`config.mk`:
```
export PLATFORM = sky130hd
export DESIGN_NAME = imem_loader_flat
export DESIGN_NICKNAME = d
export VERILOG_FILES = /design/src/rtl/imem_loader_pkg.sv /design/src/rtl/imem_loader_if.sv /design/src/rtl/imem_loader_ram.sv /design/src/rtl/imem_loader.sv /design/src/flat_wrapper.sv
export SDC_FILE = /design/constraint.sdc
export NUM_CORES = 1
export LEC_CHECK = 0
export ABC_AREA = 1
export BUFFER_PORTS_ARGS = -buffer_cell sky130_fd_sc_hd__buf_2
export CORE_MARGIN = 3
export CORE_UTILIZATION = 45
export CTS_CLUSTER_SIZE = 20
export DETAILED_ROUTE_END_ITERATION = 12
export PLACE_DENSITY = 0.7
export SKIP_CTS_REPAIR_TIMING = 1
export SLEW_MARGIN = 20
export SYNTH_ARGS = -nofsm -noshare
export SYNTH_HDL_FRONTEND = slang
export SYNTH_SLANG_ARGS = --single-unit
```
`constraint.sdc`:
```
create_clock -name clk -period 5.4 [get_ports clk]
set_input_delay 1.62 -clock clk [delete_from_list [all_inputs] [get_ports clk]]
set_output_delay 1.62 -clock clk [all_outputs]
set_load 0.02 [all_outputs]
```
`src/rtl/imem_loader_pkg.sv`:
```
// Shared types and constants for the instruction-memory loader.
package imem_loader_pkg;

    localparam int          XLEN          = 32;
    localparam int          IMEM_DEPTH    = 16;
    localparam logic [7:0]  SYNC_BYTE_DEF = 8'hA5;

    typedef enum logic [2:0] {
        ST_IDLE,
        ST_COUNT,
        ST_DATA,
        ST_CHECK,
        ST_DONE,
        ST_ERROR
    } state_t;

    // Completes a little-endian word from the three buffered low bytes
    // and the byte that is arriving now.
    function automatic logic [XLEN-1:0] merge_word(input logic [23:0] low,
                                                   input logic [7:0]  top);
        return {top, low};
    endfunction

endpackage

```
`src/rtl/imem_loader_if.sv`:
```
// Byte-stream input and CPU fetch port of the instruction-memory loader.
import imem_loader_pkg::*;

interface imem_loader_if #(
    parameter int ADDR_W = 4
);
    logic [7:0]        rx_data;
    logic              rx_valid;
    logic              rx_ready;
    logic [ADDR_W-1:0] rd_addr;
    logic [XLEN-1:0]   rd_data;

    modport master (
        output rx_data, rx_valid, rd_addr,
        input  rx_ready, rd_data
    );

    modport slave (
        input  rx_data, rx_valid, rd_addr,
        output rx_ready, rd_data
    );
endinterface

```
`src/rtl/imem_loader_ram.sv`:
```
// DEPTH x W synchronous RAM, one write and one read port. A read and a
// write to the same address on the same edge returns the old contents.
import imem_loader_pkg::*;

module imem_loader_ram #(
    parameter int DEPTH  = IMEM_DEPTH,
    parameter int ADDR_W = $clog2(DEPTH),
    parameter int W      = XLEN
) (
    input  logic              clk,
    input  logic              rst,
    input  logic              we_i,
    input  logic [ADDR_W-1:0] waddr_i,
    input  logic [W-1:0]      wdata_i,
    input  logic [ADDR_W-1:0] raddr_i,
    output logic [W-1:0]      rdata_o
);

    logic [W-1:0] mem_q [DEPTH];
    logic [W-1:0] rdata_q;

    // Storage write; contents deliberately survive reset.
    always_ff @(posedge clk) begin
        if (we_i) begin
            mem_q[waddr_i] <= wdata_i;
        end
    end

    // Registered read, kept in its own block so it always sees pre-write data.
    always_ff @(posedge clk) begin
        if (rst) begin
            rdata_q <= '0;
        end else begin
            rdata_q <= mem_q[raddr_i];
        end
    end

    assign rdata_o = rdata_q;

endmodule

```
`src/rtl/imem_loader.sv`:
```
// Loads a framed, checksummed byte stream into the instruction RAM and
// holds the CPU until a verified program is resident.
//
//  state    | meaning
//  ---------+------------------------------------------------------------
//  ST_IDLE  | after reset, hunting for the sync byte
//  ST_COUNT | sync seen, next byte is the word count N
//  ST_DATA  | collecting 4*N data bytes, writing each completed word
//  ST_CHECK | next byte is the XOR checksum of all data bytes
//  ST_DONE  | program verified, CPU released; sync byte starts a reload
//  ST_ERROR | frame rejected, CPU held; sync byte starts a new frame
import imem_loader_pkg::*;

module imem_loader #(
    parameter int         DEPTH     = IMEM_DEPTH,
    parameter int         ADDR_W    = $clog2(DEPTH),
    parameter logic [7:0] SYNC_BYTE = SYNC_BYTE_DEF
) (
    input  logic            clk,
    input  logic            rst,
    imem_loader_if.slave    bus,
    output logic            cpu_hold_o,
    output logic            load_done_o,
    output logic            load_err_o,
    output logic [ADDR_W:0] words_loaded_o
);

    localparam logic [ADDR_W:0]   ONE_W = 1;
    localparam logic [ADDR_W-1:0] ONE_A = 1;

    state_t            state_q;
    logic [ADDR_W-1:0] addr_q;
    logic [1:0]        byte_idx_q;
    logic [7:0]        csum_q;
    logic [23:0]       buf_q;
    logic [ADDR_W:0]   n_q;
    logic [ADDR_W:0]   words_q;
    logic              hold_q;
    logic              done_q;
    logic              err_q;

    logic              rx_fire;
    logic              wr_en;
    logic [XLEN-1:0]   wr_data;

    // There is no backpressure: every valid byte is taken.
    assign bus.rx_ready = 1'b1;
    assign rx_fire      = bus.rx_valid;

    // The fourth byte of a word goes straight to the RAM on the edge it arrives.
    assign wr_en   = rx_fire && (state_q == ST_DATA) && (byte_idx_q == 2'd3);
    assign wr_data = merge_word(buf_q, bus.rx_data);

    imem_loader_ram #(
        .DEPTH  (DEPTH),
        .ADDR_W (ADDR_W),
        .W      (XLEN)
    ) u_ram (
        .clk     (clk),
        .rst     (rst),
        .we_i    (wr_en),
        .waddr_i (addr_q),
        .wdata_i (wr_data),
        .raddr_i (bus.rd_addr),
        .rdata_o (bus.rd_data)
    );

    // Frame-parsing FSM with all status outputs registered alongside the state.
    always_ff @(posedge clk) begin
        if (rst) begin
            state_q    <= ST_IDLE;
            addr_q     <= '0;
            byte_idx_q <= '0;
            csum_q     <= '0;
            buf_q      <= '0;
            n_q        <= '0;
            words_q    <= '0;
            hold_q     <= 1'b1;
            done_q     <= 1'b0;
            err_q      <= 1'b0;
        end else if (rx_fire) begin
            case (state_q)
                ST_IDLE, ST_DONE, ST_ERROR: begin
                    // Status is sticky until a new frame actually begins.
                    if (bus.rx_data == SYNC_BYTE) begin
                        state_q    <= ST_COUNT;
                        hold_q     <= 1'b1;
                        done_q     <= 1'b0;
                        err_q      <= 1'b0;
                        words_q    <= '0;
                        addr_q     <= '0;
                        byte_idx_q <= '0;
                        csum_q     <= '0;
                    end
                end
                ST_COUNT: begin
                    if (bus.rx_data == 8'd0 || bus.rx_data > 8'(DEPTH)) begin
                        state_q <= ST_ERROR;
                        err_q   <= 1'b1;
                    end else begin
                        n_q     <= bus.rx_data[ADDR_W:0];
                        state_q <= ST_DATA;
                    end
                end
                ST_DATA: begin
                    csum_q <= csum_q ^ bus.rx_data;
                    case (byte_idx_q)
                        2'd0: buf_q[7:0]   <= bus.rx_data;
                        2'd1: buf_q[15:8]  <= bus.rx_data;
                        2'd2: buf_q[23:16] <= bus.rx_data;
                        default: ;
                    endcase
                    if (byte_idx_q == 2'd3) begin
                        byte_idx_q <= '0;
                        addr_q     <= addr_q + ONE_A;
                        words_q    <= words_q + ONE_W;
                        if ((words_q + ONE_W) == n_q) begin
                            state_q <= ST_CHECK;
                        end
                    end else begin
                        byte_idx_q <= byte_idx_q + 2'd1;
                    end
                end
                ST_CHECK: begin
                    if (bus.rx_data == csum_q) begin
                        state_q <= ST_DONE;
                        done_q  <= 1'b1;
                        hold_q  <= 1'b0;
                    end else begin
                        state_q <= ST_ERROR;
                        err_q   <= 1'b1;
                    end
                end
                default: begin
                    state_q <= ST_IDLE;
                    hold_q  <= 1'b1;
                end
            endcase
        end
    end

    assign cpu_hold_o     = hold_q;
    assign load_done_o    = done_q;
    assign load_err_o     = err_q;
    assign words_loaded_o = words_q;

endmodule

```
`src/flat_wrapper.sv`:
```
// flat-port wrapper written by rule: the top's interface ports become plain ports
module imem_loader_flat 
#(
    parameter int         DEPTH     = IMEM_DEPTH,
    parameter int         ADDR_W    = $clog2(DEPTH),
    parameter logic [7:0] SYNC_BYTE = SYNC_BYTE_DEF
)
  (clk, rst, cpu_hold_o, load_done_o, load_err_o, words_loaded_o, bus_rx_data, bus_rx_valid, bus_rd_addr, bus_rx_ready, bus_rd_data);
  imem_loader_if #(.ADDR_W(ADDR_W)) bus_i ();
  input  logic clk;
  input  logic rst;
  output logic cpu_hold_o;
  output logic load_done_o;
  output logic load_err_o;
  output logic [ADDR_W:0] words_loaded_o;
  input wire logic [$bits(bus_i.rx_data)-1:0] bus_rx_data;
  input wire logic [$bits(bus_i.rx_valid)-1:0] bus_rx_valid;
  input wire logic [$bits(bus_i.rd_addr)-1:0] bus_rd_addr;
  output wire logic [$bits(bus_i.rx_ready)-1:0] bus_rx_ready;
  output wire logic [$bits(bus_i.rd_data)-1:0] bus_rd_data;
  assign bus_i.rx_data = bus_rx_data;
  assign bus_i.rx_valid = bus_rx_valid;
  assign bus_i.rd_addr = bus_rd_addr;
  assign bus_rx_ready = bus_i.rx_ready;
  assign bus_rd_data = bus_i.rd_data;
  imem_loader #(.DEPTH(DEPTH), .ADDR_W(ADDR_W), .SYNC_BYTE(SYNC_BYTE)) u_core (.clk(clk), .rst(rst), .bus(bus_i), .cpu_hold_o(cpu_hold_o), .load_done_o(load_done_o), .load_err_o(load_err_o), .words_loaded_o(words_loaded_o));
endmodule
```
; Word-level counts from Yosys, hierarchy flattened
; Memories as Yosys holds them, arrays and structs flattened. A register that Yosys moved wholly into a read port is not among the register bits.
; Index checks and enable logic that the tools add are counted.
[classes]
n_addsub = 3
n_lt_le_gt_ge = 1
n_eq_ne = 17
mux = 28
n_bitwise = 3
reduce_logical = 21
[op_table]
columns = op, count
row1 = $pmux 8 s2, 1
row2 = $reduce_and 4->1, 4
row3 = $reduce_and 3->1, 5
row4 = $mux 3, 4
row5 = $pmux 3 s4, 1
row6 = $mux 5, 2
row7 = $pmux 5 s2, 1
row8 = $mux 1, 9
row9 = $eq 8x8->1, 1
row10 = $eq 8x8->1 const B, 1
row11 = $gt 8x5->1 const B, 1
row12 = $logic_not 8->1, 1
row13 = $mux 4, 2
row14 = $mux 8, 1
row15 = $pmux 4 s2, 1
row16 = $xor 8x8->8, 1
row17 = $eq 3x2->1 const B, 2
row18 = $eq 3x3->1 const B, 2
row19 = $ne 2x1->1 const B, 3
row20 = $ne 2x2->1 const B, 3
row21 = $pmux 1 s3, 2
row22 = $add 5x1->5 const B, 1
row23 = $eq 5x5->1, 1
row24 = $reduce_and 5->1, 1
row25 = 17 further kinds, 22
[word_totals]
register_bits = 54
ram_bits = 512
in_bits = 15
output_inout_bits = 41
wordCells = 86
n_memories = 1
[memory_table]
columns = memory, depth, word_bits, read_ports, rd_clocked_by_memory_dff, write_ports, line
row1 = u_core.u_ram.mem_q, 16, 32, 1, 1, 1, imem_loader_ram.sv:19  ; logic [W-1:0] mem_q [DEPTH];

; Longest topological paths before layout
[logic_depth]
depth_word = 5
ltp_mapped = 13
ltp_nobuf = 13

; By module
; Synthesis repeated with hierarchy kept, for this count alone.
[hier_totals]
hier_cells = 2440
hier_area_um2 = 25117.8
[modules_own_cells]
columns = module, instances, cells_per_inst, area_per_inst_um2, seq_area_each_um2
row1 = imem_loader_ram, 1, 2060, 22504.1, 16015.4
row2 = imem_loader, 1, 380, 2613.8, 1081.0

; Worst setup path before layout
; OpenSTA, ideal clock, no wires.
[synth_timing]
kind = input to register
startpoint = input bus_rx_valid
endpoint = memory u_core.u_ram.mem_q[0][0] in the netlist's numbering (enable)
setup_ns = 0.421
arrival_time_ns = 3.573
required_ns = 4.979
slack_ns = 1.406
stages = 6
path_buffers = 0
path_cell_list = inv_1 > nor2_8 > inv_1 > nor2_2 > nand2_1 > nor2_1
[synth_via]
elab_chain_cells = 4
[synth_rtl]
columns = element, line
row1 = start: declaration, flat_wrapper.sv:17  ; input wire logic [$bits(bus_i.rx_valid)-1:0] bus_rx_valid;
row2 = $logic_and 1x1->1 (2 in a row), imem_loader.sv:51  ; assign wr_en = rx_fire && (state_q == ST_DATA) && (byte_idx_q == 2'd3);
row3 = $mux 1, imem_loader_ram.sv:24  ; if (we_i) begin
row4 = $mux 1 (not written as such), imem_loader_ram.sv:25  ; mem_q[waddr_i] <= wdata_i;
row5 = end: declaration, imem_loader_ram.sv:19
; Every way passes these cells.

==> summary.md <==
| Metric | Value |
|---|---|
| Status | `completed` |
| Post-synth top cells | `edfxtp_1 (512), nor2_1 (295), o21ai_0 (241), dfxtp_1 (86)` |
| Max_cap viols | `0` |
| Post-route insts no fill | `approximately 2500` |
| Drt pass-1 iters | `7` |
| DP Wirelength | `~32000 um` |
| Yosys reg bits | `between 500 and 600` |
| Placed cells | `2392` |
| Core Footprint | `~50000 um^2` |
| Mapped Cells | `1770` |
| Yosys warning count | `0` |
| Final Max Slew Viols | `0` |
| CP Launch Type | `primary input` |
| Clk root buf | `clkbuf_16` |
| Post-DR wirelength/cell | `approximately 23 um` |
| Sequential Power Share | `between 50% and 60%` |
| Syn Area/Cell | `13.0 um^2` |
| Setup TNS Final | `0 ns` |
| Cell Pwr Density | `between 300 and 400 nW/um^2` |
| First-pass GRT wire length | `about 86000 um` |
| Top_reg_cell synth | `edfxtp_1` |
| Final Setup Violations | `0` |
| Die width | `about 230 um` |
| Synthesized Nets | `1794` |
| Placed cell area | `between 20000 and 25000 um^2` |
| Post-synth EDFFs | `about 510` |
| Switch share | `between 20% and 30%` |
| Yosys top cell area share | `between 60% and 70%` |
| Drt drc | `0` |
| H-Tree Depth | `2` |
| Worst endpoint required time | `between 5 and 6 ns` |
| Max rail drop VDD | `0.000294 V` |
| Post-Synthesis Cell Area | `around 23000 um^2` |
| Largest net degree at the start of global routing | `201` |
| Ports | `56` |
| Routed vias/inst | `between 5 and 6` |
| Area Growth Syn to Fin | `12.7%` |
| Min cycle time layout | `between 3 and 4 ns` |
| Clk pwr share | `between 40% and 50%` |
| Clock buffer depth | `3` |
| Clock Pin Slew Worst Setup and Hold Paths | `~0.060 ns` |
| Peak Freq | `~0.28 GHz` |
| Most frequent cell after synthesis | `edfxtp_1` |
| TritonCTS Sinks | `about 600` |
| Vias in the first global route | `approximately 14000` |
| RSZ-0062 raised after global routing | `false` |
| Main area contributors after synthesis | `edfxtp_1 (67%), dfxtp_1 (7.5%), o21ai_0 (5.2%)` |
| Worst-Skew Late Latency | `slightly above 0.6 ns` |
| Layout fillers | `about 4100` |
| Data arrival, critical path | `4.11 ns` |
| Share of cells above drive strength 1 | `between 10 and 15%` |
| Seq/Total Area, Yosys | `between 70% and 80%` |
| Final Total Pwr | `around 0.0096 W` |
| Area of the multi-input gates | `approximately 5300 um^2` |
| Die ar. | `54000 um^2` |
| Switching pwr | `about 0.0021 W` |
| Setup CP Type | `in -> reg` |
| HP Class | `reg -> reg` |
| Async set or reset register ratio after synthesis | `0%` |
| Worst slew pin tran | `roughly 1.1 ns` |
| Fin area | `between 20000 and 30000 um^2` |
| Via count | `14900` |
| Total grt overflow | `0` |
| CTS tree | `done` |
| TritonCTS Buffers | `between 50 and 60` |
| CP endpoint kind | `flip-flop` |
| Nets@finish | `~1800` |
| Initial antenna violation count | `2` |
| Ant diodes | `0` |
| Pleak | `approximately 8.4 nW` |
| Combinational share of power | `5.0%` |
| Internal Power | `between 0.007 and 0.008 W` |
| PortBufs | `between 50 and 60` |
| FF+latch area | `around 17000 um^2` |
| Relative slew slack | `between 20% and 30%` |
| Antenna-violating nets left | `0` |
| Die Y-Extent | `232 um` |
| Period utilization | `around two thirds` |
| Final wirelength | `57200 um` |
| Final hold vios | `0` |
| Biggest area consumer among synthesized cells | `edfxtp_1` |
| Placer Congestion | `between 0.8 and 0.9` |
| Yosys cell types | `35` |
| Rows | `~80` |
| Initial core utilization | `about 46%` |
| Final core occ | `51.6%` |
| Worst-path maximum fanout | `122` |
| Iteration-0 DRC Markers | `around 1700` |
| GRT Overall Usage | `roughly a fifth` |
| Layout Skew | `roughly 0.016 ns` |
[worst max-delay path, stage by stage]
cell,delay (ns)
buf_6,0.21
inv_6,0.67
buf_4,0.57
nor2_1,0.09
o22ai_1,0.34
o211ai_1,0.17
a21oi_1,0.27
[power groups by stage]
stage	combinational, W	sequential (W)	clock, W
detailed placement	0.000478	0.00514	0
global route	0.000528	0.00504	0.00430
floorplan	0.000293	0.00515	0
finish	0.000482	0.00504	0.00407
global placement	0.000468	0.00514	0
CTS	0.000480	0.00504	0.00413
[cell type report]
| type | count | share of cell area (%) |
|---|---|---|
| clock inverter | 28 | 0.914 |
| inverter | 45 | 0.683 |
| multi-input combinational | 1006 | 20.4 |
| tap | 672 | 3.23 |
| sequential | 598 | 65.7 |
| timing repair buffer | 80 | 2.39 |
| clock buffer | 82 | 6.60 |
[cell families (layout without fill, tap and decap cells)]
family	Yosys count	in the layout	share of synthesized area, %
AOI/OAI and AO/OA	552	552	14.1
xor gates and xnor gates	5	5	0.190
adders and majority gates	9	9	0.488
DFF	598	598	74.1
buffers and inverters	166	235	3.38
and+or+nand+nor	439	439	7.77
other	1	1	0.0163
[cells in the final DEF, fill, tap and decap left out, drive strengths merged]
cell type    n
a21oi       83
a31oi        1
buf         80
bufinv       4
clkbuf      82
clkinv      24
conb         1
dfxtp       86
edfxtp     512
ha           9
inv         45
nand2       83
nand3       36
nand3b       1
nand4        9
nor2       301
nor3         3
o211ai      45
o21ai      295
o221ai      83
o22ai       45
or2          6
xnor2        4
xor2         1
[layer usage]
metal	routed length (um)	GRT usage [%]	vias up
li1	-	-	6651
met1	23700	28.8	7453
met2	26600	32.8	683
met3	5530	5.46	113
met4	1450	6.70	4
met5	27	0	-
[final timing paths]
check / from / to / slack, ns / depth (start not counted)
setup / recovery: bus_rd_addr[0] / u_core.u_ram.rdata_o[20]$_SDFF_PP0_ / 1.80 / 7
hold / removal: u_core.load_err_o$_SDFFE_PP0P_ / u_core.load_err_o$_SDFFE_PP0P_ / 0.47 / 2
setup reg to reg: u_core.state_q[1]$_SDFFE_PP0P_ / u_core.u_ram.mem_q[13][0]$_DFFE_PP_ / 2.43 / 9
hold reg to reg: u_core.load_err_o$_SDFFE_PP0P_ / u_core.load_err_o$_SDFFE_PP0P_ / 0.47 / 2
[state kept, by name (all words and copies together) (netlist names)]
register               cells
u_core.addr_q              4
u_core.buf_q              24
u_core.byte_idx_q          2
u_core.cpu_hold_o          1
u_core.csum_q              8
u_core.load_done_o         1
u_core.load_err_o          1
u_core.n_q                 5
u_core.state_q             3
u_core.u_ram.mem_q       512
u_core.u_ram.rdata_o      32
u_core.words_loaded_o      5
[metrics by stage]
step | worst slack, ns | hold slack, ns
floorplan | 1.41 | 0.449
global placement | 1.34 | 0.443
detailed placement | 1.27 | 0.458
CTS | 1.91 | 0.468
global route | 1.73 | 0.488
finish | 1.80 | 0.467
Power figures use the tool's default switching activity.
